### src/rtl/cpu_defs.sv
// Shared pipeline definitions: forwarding select codes, Tnew/Tuse width,
// multiply/divide latencies and the E-stage hazard record.
package cpu_defs;
  localparam int T_W      = 2;
  localparam int MD_CNT_W = 4;

  typedef logic [T_W-1:0] tt_t;
  typedef logic [1:0]     fsel_t;

  localparam fsel_t FWD_GRF = 2'd0;
  localparam fsel_t FWD_EM  = 2'd1;
  localparam fsel_t FWD_MW  = 2'd2;

  localparam logic [MD_CNT_W-1:0] MD_MULT_LAT = 4'd5;
  localparam logic [MD_CNT_W-1:0] MD_DIV_LAT  = 4'd10;

  typedef struct packed {
    logic       valid;
    logic [4:0] rs;
    logic [4:0] rt;
    logic       use_rs;
    logic       use_rt;
    logic [4:0] wa;
    tt_t        tnew;
    logic       md_start;
    logic       md_div;
  } e_rec_t;

  // Remaining cycles until a result exists, one stage further down the pipe.
  function automatic tt_t tnew_dec(tt_t t);
    return (t == '0) ? '0 : tt_t'(t - 1'b1);
  endfunction
endpackage

### src/rtl/hazard_ctrl_if.sv
// D-stage instruction description in, stall/forward/MD-busy decisions out.
interface hazard_ctrl_if;
  logic               d_valid;
  logic [4:0]         d_rs;
  logic [4:0]         d_rt;
  logic               d_use_rs;
  logic               d_use_rt;
  cpu_defs::tt_t      d_tuse_rs;
  cpu_defs::tt_t      d_tuse_rt;
  logic [4:0]         d_wa;
  cpu_defs::tt_t      d_tnew;
  logic               d_md_start;
  logic               d_md_div;
  logic               d_md_use;
  logic               stall;
  cpu_defs::fsel_t    fwd_rs_d;
  cpu_defs::fsel_t    fwd_rt_d;
  cpu_defs::fsel_t    fwd_rs_e;
  cpu_defs::fsel_t    fwd_rt_e;
  logic               md_busy;

  modport master (
    output d_valid, d_rs, d_rt, d_use_rs, d_use_rt, d_tuse_rs, d_tuse_rt,
           d_wa, d_tnew, d_md_start, d_md_div, d_md_use,
    input  stall, fwd_rs_d, fwd_rt_d, fwd_rs_e, fwd_rt_e, md_busy
  );

  modport slave (
    input  d_valid, d_rs, d_rt, d_use_rs, d_use_rt, d_tuse_rs, d_tuse_rt,
           d_wa, d_tnew, d_md_start, d_md_div, d_md_use,
    output stall, fwd_rs_d, fwd_rt_d, fwd_rs_e, fwd_rt_e, md_busy
  );
endinterface

### src/rtl/md_busy_counter.sv
// Multiply/divide occupancy counter: loaded when an MD op leaves E, counts down to 0.
module md_busy_counter
  import cpu_defs::*;
(
  input  logic                clk,
  input  logic                reset,
  input  logic                start,
  input  logic                is_div,
  output logic [MD_CNT_W-1:0] count
);

  always_ff @(posedge clk) begin
    if (reset)
      count <= '0;
    else if (start)
      count <= is_div ? MD_DIV_LAT : MD_MULT_LAT;
    else if (count != '0)
      count <= count - 1'b1;
  end

endmodule

### src/rtl/hazard_ctrl.sv
// Tnew/Tuse hazard unit: stall decision, D/E-stage forwarding selects and
// MD-unit busy tracking from the E/M/W producer records.
module hazard_ctrl
  import cpu_defs::*;
(
  input  logic         clk,
  input  logic         reset,
  hazard_ctrl_if.slave hz
);

  e_rec_t                e_p0;
  logic [4:0]            m_wa_p1;
  tt_t                   m_tnew_p1;
  logic [4:0]            w_wa_p2;
  logic [MD_CNT_W-1:0]   md_cnt;
  logic                  md_busy_w;
  logic                  haz_rs, haz_rt, haz_md;
  logic                  unused_e;

  function automatic logic src_haz(logic [4:0] src, logic used, tt_t tuse,
                                   logic [4:0] ewa, tt_t etn,
                                   logic [4:0] mwa, tt_t mtn);
    return used && (src != 5'd0) &&
           (((ewa == src) && (etn > tuse)) || ((mwa == src) && (mtn > tuse)));
  endfunction

  function automatic fsel_t sel_d(logic [4:0] src, logic [4:0] ewa, tt_t etn,
                                  logic [4:0] mwa, tt_t mtn);
    if (src == 5'd0)                      return FWD_GRF;
    if ((ewa == src) && (etn == '0))      return FWD_EM;
    if ((mwa == src) && (mtn == '0))      return FWD_MW;
    return FWD_GRF;
  endfunction

  function automatic fsel_t sel_e(logic [4:0] src, logic [4:0] mwa, tt_t mtn,
                                  logic [4:0] wwa);
    if (src == 5'd0)                      return FWD_GRF;
    if ((mwa == src) && (mtn == '0))      return FWD_EM;
    if (wwa == src)                       return FWD_MW;
    return FWD_GRF;
  endfunction

  md_busy_counter u_md (
    .clk    (clk),
    .reset  (reset),
    .start  (e_p0.md_start),
    .is_div (e_p0.md_div),
    .count  (md_cnt)
  );

  // Combinational decisions from the registered records and the D inputs
  assign md_busy_w = (md_cnt != '0) || e_p0.md_start;
  assign haz_rs = src_haz(hz.d_rs, hz.d_use_rs, hz.d_tuse_rs,
                          e_p0.wa, e_p0.tnew, m_wa_p1, m_tnew_p1);
  assign haz_rt = src_haz(hz.d_rt, hz.d_use_rt, hz.d_tuse_rt,
                          e_p0.wa, e_p0.tnew, m_wa_p1, m_tnew_p1);
  assign haz_md = hz.d_md_use && md_busy_w;

  assign hz.stall    = hz.d_valid && (haz_rs || haz_rt || haz_md);
  assign hz.md_busy  = md_busy_w;
  assign hz.fwd_rs_d = sel_d(hz.d_rs, e_p0.wa, e_p0.tnew, m_wa_p1, m_tnew_p1);
  assign hz.fwd_rt_d = sel_d(hz.d_rt, e_p0.wa, e_p0.tnew, m_wa_p1, m_tnew_p1);
  assign hz.fwd_rs_e = sel_e(e_p0.rs, m_wa_p1, m_tnew_p1, w_wa_p2);
  assign hz.fwd_rt_e = sel_e(e_p0.rt, m_wa_p1, m_tnew_p1, w_wa_p2);

  // Recorded for pipeline visibility; decisions do not depend on them
  assign unused_e = ^{e_p0.valid, e_p0.use_rs, e_p0.use_rt};

  // D -> E -> M -> W record advance; a stalled or empty slot becomes a bubble
  always_ff @(posedge clk) begin
    if (reset) begin
      e_p0      <= '0;
      m_wa_p1   <= '0;
      m_tnew_p1 <= '0;
      w_wa_p2   <= '0;
    end else begin
      w_wa_p2   <= m_wa_p1;
      m_wa_p1   <= e_p0.wa;
      m_tnew_p1 <= tnew_dec(e_p0.tnew);
      if (!hz.stall && hz.d_valid)
        e_p0 <= '{valid: 1'b1, rs: hz.d_rs, rt: hz.d_rt,
                  use_rs: hz.d_use_rs, use_rt: hz.d_use_rt,
                  wa: hz.d_wa, tnew: hz.d_tnew,
                  md_start: hz.d_md_start, md_div: hz.d_md_div};
      else
        e_p0 <= '0;
    end
  end

endmodule

### src/flat_wrapper.sv
// flat-port wrapper written by rule: the top's interface ports become plain ports
module hazard_ctrl_flat import cpu_defs::*;
  (clk, reset, hz_d_valid, hz_d_rs, hz_d_rt, hz_d_use_rs, hz_d_use_rt, hz_d_tuse_rs, hz_d_tuse_rt, hz_d_wa, hz_d_tnew, hz_d_md_start, hz_d_md_div, hz_d_md_use, hz_stall, hz_fwd_rs_d, hz_fwd_rt_d, hz_fwd_rs_e, hz_fwd_rt_e, hz_md_busy);
  hazard_ctrl_if hz_i ();
  input  logic clk;
  input  logic reset;
  input wire logic [$bits(hz_i.d_valid)-1:0] hz_d_valid;
  input wire logic [$bits(hz_i.d_rs)-1:0] hz_d_rs;
  input wire logic [$bits(hz_i.d_rt)-1:0] hz_d_rt;
  input wire logic [$bits(hz_i.d_use_rs)-1:0] hz_d_use_rs;
  input wire logic [$bits(hz_i.d_use_rt)-1:0] hz_d_use_rt;
  input wire logic [$bits(hz_i.d_tuse_rs)-1:0] hz_d_tuse_rs;
  input wire logic [$bits(hz_i.d_tuse_rt)-1:0] hz_d_tuse_rt;
  input wire logic [$bits(hz_i.d_wa)-1:0] hz_d_wa;
  input wire logic [$bits(hz_i.d_tnew)-1:0] hz_d_tnew;
  input wire logic [$bits(hz_i.d_md_start)-1:0] hz_d_md_start;
  input wire logic [$bits(hz_i.d_md_div)-1:0] hz_d_md_div;
  input wire logic [$bits(hz_i.d_md_use)-1:0] hz_d_md_use;
  output wire logic [$bits(hz_i.stall)-1:0] hz_stall;
  output wire logic [$bits(hz_i.fwd_rs_d)-1:0] hz_fwd_rs_d;
  output wire logic [$bits(hz_i.fwd_rt_d)-1:0] hz_fwd_rt_d;
  output wire logic [$bits(hz_i.fwd_rs_e)-1:0] hz_fwd_rs_e;
  output wire logic [$bits(hz_i.fwd_rt_e)-1:0] hz_fwd_rt_e;
  output wire logic [$bits(hz_i.md_busy)-1:0] hz_md_busy;
  assign hz_i.d_valid = hz_d_valid;
  assign hz_i.d_rs = hz_d_rs;
  assign hz_i.d_rt = hz_d_rt;
  assign hz_i.d_use_rs = hz_d_use_rs;
  assign hz_i.d_use_rt = hz_d_use_rt;
  assign hz_i.d_tuse_rs = hz_d_tuse_rs;
  assign hz_i.d_tuse_rt = hz_d_tuse_rt;
  assign hz_i.d_wa = hz_d_wa;
  assign hz_i.d_tnew = hz_d_tnew;
  assign hz_i.d_md_start = hz_d_md_start;
  assign hz_i.d_md_div = hz_d_md_div;
  assign hz_i.d_md_use = hz_d_md_use;
  assign hz_stall = hz_i.stall;
  assign hz_fwd_rs_d = hz_i.fwd_rs_d;
  assign hz_fwd_rt_d = hz_i.fwd_rt_d;
  assign hz_fwd_rs_e = hz_i.fwd_rs_e;
  assign hz_fwd_rt_e = hz_i.fwd_rt_e;
  assign hz_md_busy = hz_i.md_busy;
  hazard_ctrl u_core (.clk(clk), .reset(reset), .hz(hz_i));
endmodule
### config.mk
export PLATFORM = sky130hd
export DESIGN_NAME = hazard_ctrl_flat
export DESIGN_NICKNAME = d
export VERILOG_FILES = /design/src/rtl/cpu_defs.sv /design/src/rtl/hazard_ctrl_if.sv /design/src/rtl/md_busy_counter.sv /design/src/rtl/hazard_ctrl.sv /design/src/flat_wrapper.sv
export SDC_FILE = /design/constraint.sdc
export NUM_CORES = 1
export LEC_CHECK = 0
export BUFFER_PORTS_ARGS = -buffer_cell sky130_fd_sc_hd__buf_2
export CAP_MARGIN = 15
export CORE_ASPECT_RATIO = 0.8
export CORE_MARGIN = 3
export CORE_UTILIZATION = 50
export DETAILED_ROUTE_END_ITERATION = 12
export PLACE_DENSITY = 0.72
export SETUP_SLACK_MARGIN = 0.5
export SKIP_CTS_REPAIR_TIMING = 1
export SLEW_MARGIN = 0
export SYNTH_ARGS = -nofsm -noshare
export SYNTH_HDL_FRONTEND = slang
export SYNTH_SLANG_ARGS = --single-unit
### constraint.sdc
create_clock -name clk -period 2.5 [get_ports clk]
set_input_delay 0.25 -clock clk [delete_from_list [all_inputs] [get_ports clk]]
set_output_delay 0.25 -clock clk [all_outputs]
set_load 0.01 [all_outputs]
==> impl_metrics.tcl <==
set metrics [dict create \
    r2r_slack_ns 0.60 \
    net-switching-power_uw 624 \
    core.rowCount 20 \
    cellPowerDensity_mw_per_mm2 694 \
    share_clk_of_total_power_pct 26.4 \
    slew-limit-headroom_pct 66.0 \
    path_clk_slew_ns 0.07 \
    postSynthAreaPerCell_sq_um 9.04 \
    period_minus_slack_ns 2.24 \
    n_fill_cell 337 \
    ys_seq_area_share_pct 32.8 \
    htree_num_levels 2 \
    gr_ovfl_total 0 \
    fmaxAchievable_mhz 447 \
    num_io_pins 39 \
    syn_area_sq_mm 0.00213 \
    route.detailed.drc 0 \
    leakagePower_nw 1.10 \
    grt_max_degree 21 \
    floorplan.core_area_sq_mm 0.00395 \
    post_route_cells_drive_above_1_share_pct 39.7 \
    cellInternalPower_mw 1.26 \
    postSynthNetCount 276 \
    design_power_total_mw 1.88 \
    final_net_count 327 \
    final-hold-violation-count 0 \
    rsz0062_at_grt "yes" \
    max-vdd-ir-drop_mv 0.566 \
    sw_frac_of_total_pct 33.2 \
    antenna-diode-count 0 \
    postSynthRegisterBits 35 \
    place_worst_setup_slack_ns 0.305 \
    starting_density_of_the_core_pct 54.0 \
    buffer_ports.inserted 38 \
    cts.path.max_buffers 2 \
    syn-instance-count 236 \
    synth_edf_count 0 \
    dr.pass1.iters 4 \
    dp_hpwl_um 3660 \
    tritoncts.num_buffers 5 \
    dieHeight_um 64.4 \
    tns_ns 0 \
    synth_area_leader_cell "dfxtp_1" \
    globalRouteTotalUtil_pct 19.7 \
    critical_path.max_fanout 6 \
    via_per_inst 5.38 \
    final.setup_skew_ns 0.00360 \
    synth_cell_type_count 39 \
    die-width_um 79.1 \
    yosys.cell_count.top_type "dfxtp_1" \
    timing.final.ws_setup_ns 0.263 \
    max-cap-violations 0 \
    power_frac_seq_pct 36.7 \
    worstSkewPairLatency_ns 0.29 \
    clkSinkCount 35 \
    yosys_most_used_dff "dfxtp_1" \
    final_max_slew_viol_count 0 \
    layout-area-overhead-vs-synth_pct 27.0 \
    synth_top_cells_by_area "dfxtp_1, nor4_2, xnor2_1" \
    timing.final.crit_share_pct 89.5 \
    antenna_left 0 \
    vias_in_the_first_global_route 1693 \
    cts_tree "yes" \
    area_share_of_the_leading_cell_type_in_the_synthesized_netlist_pct 32.8 \
    synthTopCellsByCount "dfxtp_1, nand2_1, xnor2_1, nor4_2, xor2_1" \
    cts_root_buffer "clkbuf_8" \
    via_count 1839 \
    detail_route.wl_per_cell_um 15.2 \
    comb_power_share_pct 36.9 \
    grt_first_pass_wirelength_um 7780 \
    worst_ep_required_time_ns 2.25 \
    synthArstFlopShare_pct 0 \
    max_slew.worst_pin.slew_ns 0.509 \
    synthesis.yosys.warnings 0 \
    critical_setup_path_class "register to output port" \
    dieArea_sq_mm 0.00509 \
    final_setup_vio_count 0 \
    place.gp.congestion 0.854 \
    cp_data_arrival_time_ns 1.99 \
    critical_path.startpoint_type "register" \
    hp-class "primary input to register" \
    crit_path_end_kind "output port" \
    result_of_the_run "finished clean" \
    drt_wl_total_um 5210 \
    initial_antenna_violation_count 0 \
    starting_drt_drc_count 137 \
]
[state kept, by name, indices dropped and copies added (netlist names)]
register           count
u_core.e_p0           19
u_core.m_tnew_p1       2
u_core.m_wa_p1         5
u_core.u_md.count      4
u_core.w_wa_p2         5
[final timing paths]
| check | startpoint | endpoint | depth (start not counted) |
|---|---|---|---|
| setup / recovery | u_core.m_tnew_p1[1] | hz_stall | 7 |
| hold / removal | hz_d_wa[4] | u_core.e_p0[8] | 3 |
| setup reg to reg | u_core.m_tnew_p1[1] | u_core.e_p0[16] | 8 |
| hold reg to reg | u_core.e_p0[2] | u_core.m_tnew_p1[0] | 1 |
[cells in the final DEF (no fill, tap or decap), types with 2 or more instances in the layout]
master | synthesis | final
ha_4 | 0 | 2
nor2b_1 | 11 | 11
nand2_1 | 24 | 24
dfxtp_2 | 0 | 9
nand4_1 | 3 | 3
xor2_1 | 16 | 16
inv_1 | 13 | 11
nor4_2 | 18 | 17
nor3_1 | 10 | 7
clkbuf_8 | 0 | 5
a21oi_1 | 12 | 11
buf_4 | 2 | 17
nand3_1 | 5 | 4
nor3_2 | 0 | 3
a2111oi_2 | 0 | 2
buf_2 | 5 | 38
dfxtp_1 | 35 | 26
ha_1 | 11 | 9
nor2_1 | 15 | 15
or3_1 | 3 | 2
xnor2_1 | 23 | 22
nor4_4 | 1 | 2
inv_2 | 0 | 2
a211oi_1 | 2 | 2
[layer usage]
metal / track usage [%] / vias up / wire [um]
met1: 27.7 / 867 / 2530
met4: 8.15 / 0 / 78
li1: - / 920 / -
met2: 29.5 / 44 / 2340
met3: 4.03 / 8 / 257
met5: 0 / - / 0
[cells by family (layout without fill, tap and decap cells)]
| group | count (synthesis) | count (layout) | share of synthesized area [%] |
|---|---|---|---|
| compound gates | 27 | 27 | 8.85 |
| xor+xnor | 39 | 39 | 16.0 |
| fa+ha+maj | 11 | 11 | 6.45 |
| buf+inv | 26 | 76 | 5.98 |
| flops | 35 | 35 | 32.8 |
| simple gates | 98 | 99 | 29.9 |
[critical path, cell delays in order (launching register included)]
cell	delay (ns)
dfxtp_2	0.37
ha_4	0.20
nor2b_1	0.12
a2bb2oi_1	0.12
and3_1	0.16
o221a_4	0.29
o31a_1	0.30
buf_2	0.14
[stage by stage]
step	cell area [sq um]	util, %	cells	hold slack [ns]
floorplan	2140	-	236	0.322
CTS	2470	62.6	329	0.182
global route	2710	68.5	342	0.198
detailed placement	2370	59.9	322	0.416
global placement	2370	59.9	322	0.410
finish	2710	68.5	342	0.190
[final cells by class]
cell class,count,area [sq um],share of cell area [%]
Clock inverter,2,37.5,1.39
Clock buffer,5,68.8,2.54
Inverter,13,48.8,1.80
Tap cell,55,68.8,2.54
Timing Repair Buffer,56,329,12.1
Sequential cell,35,712,26.3
Multi-Input combinational cell,176,1450,53.3
[power by group through the flow]
| stage | sequential, mW | combinational [mW] | clock [mW] |
|---|---|---|---|
| 6_report | 0.690 | 0.695 | 0.496 |
| 5_1_grt | 0.697 | 0.770 | 0.527 |
| 3_3_place_gp | 0.691 | 0.587 | 0 |
| 2_1_floorplan | 0.674 | 0.464 | 0 |
| 4_1_cts | 0.681 | 0.604 | 0.505 |
| 3_5_place_dp | 0.693 | 0.602 | 0 |
No activity file was read; power rests on OpenSTA's default activity.
